### src/rtl/muldiv_unit.sv
// muldiv_unit: iterative signed/unsigned multiply and divide sharing one
// radix-2 datapath; results land in HI/LO, with a divide-by-zero pulse.
// Ports:
//   clock, reset      - clock and synchronous active-high reset
//   start, op, a, b   - request, operation (00 MULT, 01 MULTU, 10 DIV, 11 DIVU)
//                       and operands, sampled while idle
//   busy              - operation in flight (CALC and FIX)
//   done, div0        - one-cycle completion and divide-by-zero pulses
//   hi, lo            - product halves, or remainder/quotient
//   counter           - current iteration index (debug)
module muldiv_unit #(
   parameter int unsigned WIDTH = 32,
   parameter int unsigned CNT_W = 6
) (
   input  logic               clock,
   input  logic               reset,
   input  logic               start,
   input  logic [1:0]         op,
   input  logic [WIDTH-1:0]   a,
   input  logic [WIDTH-1:0]   b,
   output logic               busy,
   output logic               done,
   output logic               div0,
   output logic [WIDTH-1:0]   hi,
   output logic [WIDTH-1:0]   lo,
   output logic [CNT_W-1:0]   counter
);

   localparam int unsigned W2 = 2 * WIDTH;

   typedef enum logic [1:0] {IDLE, CALC, FIX} state_t;

   state_t             state, state_nxt;
   logic               is_div_r, is_div_nxt;
   logic               sign_a_r, sign_a_nxt;
   logic               sign_b_r, sign_b_nxt;
   logic               dz_r, dz_nxt;
   logic [WIDTH-1:0]   mag_r, mag_nxt;     // addend (mult) or divisor (div) magnitude
   logic [WIDTH-1:0]   rem_r, rem_nxt;     // upper product half / partial remainder
   logic [WIDTH-1:0]   acc_r, acc_nxt;     // multiplier bits / dividend -> quotient
   logic               busy_nxt, done_nxt, div0_nxt;
   logic [WIDTH-1:0]   hi_nxt, lo_nxt;
   logic [CNT_W-1:0]   cnt_nxt;

   // Operand magnitudes; only signed ops treat the top bit as a sign
   logic               a_neg, b_neg;
   logic [WIDTH-1:0]   mag_a, mag_b;
   assign a_neg = ~op[0] & a[WIDTH-1];
   assign b_neg = ~op[0] & b[WIDTH-1];
   assign mag_a = a_neg ? WIDTH'(-a) : a;
   assign mag_b = b_neg ? WIDTH'(-b) : b;

   // One radix-2 step for each operation
   logic [WIDTH:0]     mul_sum;
   logic [WIDTH:0]     div_try;
   logic               div_ok;
   assign mul_sum = {1'b0, rem_r} + (acc_r[0] ? {1'b0, mag_r} : {(WIDTH+1){1'b0}});
   assign div_try = {rem_r, acc_r[WIDTH-1]};
   assign div_ok  = div_try >= {1'b0, mag_r};

   // Sign-corrected results
   logic [W2-1:0]      prod_mag, prod_fix;
   logic               neg_res;
   assign prod_mag = {rem_r, acc_r};
   assign neg_res  = sign_a_r ^ sign_b_r;
   assign prod_fix = neg_res ? W2'(-prod_mag) : prod_mag;

   // State and datapath registers
   always_ff @(posedge clock) begin
      if (reset) begin
         state    <= IDLE;
         is_div_r <= 1'b0;
         sign_a_r <= 1'b0;
         sign_b_r <= 1'b0;
         dz_r     <= 1'b0;
         mag_r    <= '0;
         rem_r    <= '0;
         acc_r    <= '0;
         busy     <= 1'b0;
         done     <= 1'b0;
         div0     <= 1'b0;
         hi       <= '0;
         lo       <= '0;
         counter  <= '0;
      end else begin
         state    <= state_nxt;
         is_div_r <= is_div_nxt;
         sign_a_r <= sign_a_nxt;
         sign_b_r <= sign_b_nxt;
         dz_r     <= dz_nxt;
         mag_r    <= mag_nxt;
         rem_r    <= rem_nxt;
         acc_r    <= acc_nxt;
         busy     <= busy_nxt;
         done     <= done_nxt;
         div0     <= div0_nxt;
         hi       <= hi_nxt;
         lo       <= lo_nxt;
         counter  <= cnt_nxt;
      end
   end

   // Next-state and datapath control
   always_comb begin
      state_nxt  = state;
      is_div_nxt = is_div_r;
      sign_a_nxt = sign_a_r;
      sign_b_nxt = sign_b_r;
      dz_nxt     = dz_r;
      mag_nxt    = mag_r;
      rem_nxt    = rem_r;
      acc_nxt    = acc_r;
      busy_nxt   = busy;
      done_nxt   = 1'b0;
      div0_nxt   = 1'b0;
      hi_nxt     = hi;
      lo_nxt     = lo;
      cnt_nxt    = counter;

      case (state)
         IDLE: begin
            busy_nxt = 1'b0;
            if (start) begin
               is_div_nxt = op[1];
               sign_a_nxt = a_neg;
               sign_b_nxt = b_neg;
               rem_nxt    = '0;
               cnt_nxt    = '0;
               busy_nxt   = 1'b1;
               if (op[1]) begin
                  mag_nxt = mag_b;
                  acc_nxt = mag_a;
               end else begin
                  mag_nxt = mag_a;
                  acc_nxt = mag_b;
               end
               if (op[1] && (b == '0)) begin
                  dz_nxt    = 1'b1;
                  state_nxt = FIX;
               end else begin
                  dz_nxt    = 1'b0;
                  state_nxt = CALC;
               end
            end
         end

         CALC: begin
            if (is_div_r) begin
               rem_nxt = div_ok ? WIDTH'(div_try - {1'b0, mag_r}) : div_try[WIDTH-1:0];
               acc_nxt = {acc_r[WIDTH-2:0], div_ok};
            end else begin
               rem_nxt = mul_sum[WIDTH:1];
               acc_nxt = {mul_sum[0], acc_r[WIDTH-1:1]};
            end
            cnt_nxt = CNT_W'(counter + 1'b1);
            if (counter == CNT_W'(WIDTH - 1)) begin
               state_nxt = FIX;
            end
         end

         FIX: begin
            state_nxt = IDLE;
            busy_nxt  = 1'b0;
            done_nxt  = 1'b1;
            div0_nxt  = dz_r;
            if (!dz_r) begin
               if (is_div_r) begin
                  // quotient follows the operand signs, remainder the dividend
                  lo_nxt = neg_res  ? WIDTH'(-acc_r) : acc_r;
                  hi_nxt = sign_a_r ? WIDTH'(-rem_r) : rem_r;
               end else begin
                  hi_nxt = prod_fix[W2-1:WIDTH];
                  lo_nxt = prod_fix[WIDTH-1:0];
               end
            end
         end

         default: state_nxt = IDLE;
      endcase
   end

endmodule
### config.mk
export PLATFORM = sky130hd
export DESIGN_NAME = muldiv_unit
export DESIGN_NICKNAME = d
export VERILOG_FILES = /design/src/rtl/muldiv_unit.sv
export SDC_FILE = /design/constraint.sdc
export NUM_CORES = 1
export LEC_CHECK = 0
export BUFFER_PORTS_ARGS = -buffer_cell sky130_fd_sc_hd__buf_2
export CELL_PAD_IN_SITES_DETAIL_PLACEMENT = 0
export CELL_PAD_IN_SITES_GLOBAL_PLACEMENT = 2
export CORE_AREA = 5 5 198 200
export CTS_CLUSTER_SIZE = 8
export DETAILED_ROUTE_END_ITERATION = 16
export DIE_AREA = 0 0 203 205
export GPL_ROUTABILITY_DRIVEN = 0
export GPL_TIMING_DRIVEN = 1
export PLACE_DENSITY_LB_ADDON = 0.15
export SETUP_SLACK_MARGIN = 0.3
export SYNTH_ARGS = -nofsm -noshare
export SYNTH_HDL_FRONTEND = slang
export SYNTH_SLANG_ARGS = --single-unit
### constraint.sdc
create_clock -name clock -period 5.9 [get_ports clock]
set_input_delay 1.18 -clock clock [delete_from_list [all_inputs] [get_ports clock]]
set_output_delay 1.18 -clock clock [all_outputs]
set_load 0.005 [all_outputs]
==> metrics.md <==
| Metric | Value |
|---|---|
| Netlist Area Pre-Place | between 0.01 and 0.015 mm2 |
| Antenna Nets Post-Route | 0 |
| Synth async-reset ratio | 0 |
| IO Count | 142 |
| Final Setup Violations | 0 |
| Commonest non-fill, non-tap cell in the layout | nor2_1 |
| Worst slack at placement | 1.94 ns |
| Endpoint type of the worst setup path | flop |
| Layout Skew | about 0.013 ns |
| Number of max-cap violations | 0 |
| Syn-to-layout area delta | 11.8% |
| Die span in y | 205 um |
| Initial Util | 0.375 |
| Post-synth EDFFs | 0 |
| Startpoint Class | flop |
| Distinct cells, synth | 86 |
| Final Cycle Share | 0.681 |
| Tightest Hold Check Type | reg -> reg |
| Post-synthesis sequential area ratio | 0.251 |
| Req. time, crit path | between 6 and 7 ns |
| Core area | 0.0372 mm2 |
| Met1 Routed Length | 24.8 mm |
| Total GRT Usage | 0.236 |
| I/O Buffers | approximately 140 |
| Simple-gate area share of the yosys netlist | 0.220 |
| # nets final | 2101 |
| Design Power | 3.65 mW |
| Adder-Cell Fraction of Synth Area | 0.0647 |
| Finished Layout Cells | 2448 |
| Worst setup margin | 1.89 ns |
| Clock Pin Slew Worst Setup and Hold Paths | 0.08 ns |
| Synthesized instance count | roughly 1900 |
| Inst Count DP | 2416 |
| DRC | 0 |
| Grt total ovfl | 0 |
| Buffer count from post-CTS setup fixing | 0 |
| Uppermost routed layer | met4 |
| Worst vdd ir | 216 uV |
| Compound-Gate Fraction of Synth Area | 0.275 |
| Share of cells above drive strength 1 | 0.128 |
| Dpl cell area | 0.0150 mm2 |
| Tmin final | approximately 4.0 ns |
| Wire per inst | around 21 um |
| Fin util | 0.420 |
| Worst hold slack | 0.450 ns |
| Chip Width | about 200 um |
| Leakage power | 6.31 nW |
| Most frequent cells in the layout | 247 x nor2_1, 188 x nand2_1, 174 x dfxtp_1 |
| DRT Pass-1 Iters | 5 |
| Post-Route WL | 50.7 mm |
| P per Cell Area | roughly 230 mW/mm2 |
| Synthesis-stage register bit count | 175 |
| Initial antenna violation count | 0 |
| Slew headroom | 0.209 |
| Critical Setup Path Class | reg -> reg |
| Final Cell Area | 0.0156 mm2 |
| Final hold violations | 0 |
| Critical path arrival | 4.36 ns |
| CTS HTree Levels | 4 |
| Wire length on met3 | 2.32 mm |
| Cts hold-fix bufs | 0 |
| FMAX | 249 MHz |
| Die area | 0.0416 mm2 |
| Routed vias | 13900 |
| Via/cell ratio | 5.69 |
| Critical Path Fanout Max | 29 |
| Syn avg cell area | 7.38 um2 |
| Met2 wire len | 22.7 mm |
| Post-synthesis xor/xnor area fraction | 0.103 |
| Clk Latency, worst-skew pair | 0.46 ns |
| Net count after synthesis | 2034 |
| Clock sinks | 175 |
| Max-slew violation count | 0 |
| DP HPWL | 39.7 mm |
| Main combinational cell family by area after synthesis | compound AO/OA/AOI/OAI gates |
| Post-synth top flop | dfxtp_1 |
| Worst Max-Slew Pin Slew | 1.18 ns |
| CTS Buffer Depth | 2 |
| # diodes | 0 |
| Clock buffer count from CTS | 17 |
| Mux share of post-synthesis cell area | 0.0307 |
| RSZ-0062 raised after global routing | false |
| Status | finished clean |
| First-pass GRT wire length | 77.4 mm |
| Setup TNS | 0 ns |
| Post-cts sizing count | 0 |
| Iter 0 DRT Violations | between 1000 and 1500 |
| Pin count of the biggest net entering global routing | 88 |
| Warnings, synthesis | 0 |
| CTS Root Cell | clkbuf_16 |
| FP Rows | a little over 70 |
| Vias in the first global route | between 10000 and 15000 |
| CTS tree | yes |
logic make-up (layout without fill, tap and decap cells):
group | after synthesis | in the layout
simple gates | 655 | 655
buf+inv | 191 | 271
xor+xnor | 165 | 165
compound gates | 596 | 596
mux | 41 | 41
fa+ha+maj | 71 | 71
flops | 175 | 175
critical path, cell delays in order, from the launching register on:
cell and delay [ns]:
dfxtp_1 0.65, ha_1 0.34, nand2b_1 0.11, a21oi_1 0.11, o31ai_1 0.44, o21ai_0 0.25
a31o_2 0.35, a31oi_4 0.70, buf_4 0.43, mux2i_1 0.23, mux2i_1 0.09, a22o_1 0.19
per-layer routing:
metal / global-route usage / up-vias
met5: 0 / -
met4: 0.0550 / 0
met3: 0.0291 / 46
met2: 0.374 / 362
met1: 0.344 / 6560
li1: - / 6967
Yosys cell counts, types with 11 or more instances:
library cell / n / area (um2)
nor2_1: 250 / 938
o31ai_1: 30 / 225
a21oi_1: 163 / 816
nand4_1: 13 / 81.3
o211ai_1: 15 / 113
nor3_1: 47 / 235
dfxtp_1: 175 / 3500
nor4_1: 15 / 93.8
a221o_1: 19 / 190
a21o_1: 26 / 195
mux2i_1: 26 / 260
or3_1: 11 / 68.8
ha_1: 69 / 863
o21ai_0: 137 / 686
o22ai_1: 27 / 169
nand2b_1: 16 / 100
nor2b_1: 19 / 119
mux2_2: 15 / 169
nand3_1: 28 / 140
buf_1: 13 / 48.8
clkbuf_1: 91 / 342
a211oi_1: 70 / 526
xor2_1: 79 / 692
a31oi_1: 18 / 113
xnor2_1: 86 / 753
inv_1: 71 / 267
nand2_1: 188 / 706
final timing paths:
kind              slack [ns]  depth (start not counted)      from   endpoint
setup / recovery        1.89                         11  rem_r[0]  rem_r[17]
setup reg to reg        1.89                         11  rem_r[0]  rem_r[17]
hold reg to reg         0.45                          2     hi[4]      hi[4]
hold / removal          0.45                          2     hi[4]      hi[4]
state kept, by name (all words and copies together) (netlist names), 2 cells and up:
register  flops
rem_r        32
acc_r        32
lo           32
hi           32
state         2
mag_r        32
counter       6
layout make-up:
| cell class | count | area [um2] |
|---|---|---|
| inverters | 72 | 270 |
| clock inverters | 14 | 166 |
| multi-input cells | 1528 | 9740 |
| well taps | 474 | 593 |
| flip-flops and latches | 175 | 3500 |
| repair buffers | 167 | 903 |
| fillers | 3934 | 21600 |
| clock buffers | 18 | 439 |
power by group:
part           switching [mW]  total, mW  internal [mW]  leakage [nW]
registers               0.100       1.35           1.25          1.43
logic                   0.699       1.10          0.405          4.59
clock network           0.578       1.20          0.618         0.296
No activity file was read; power rests on OpenSTA's default activity.
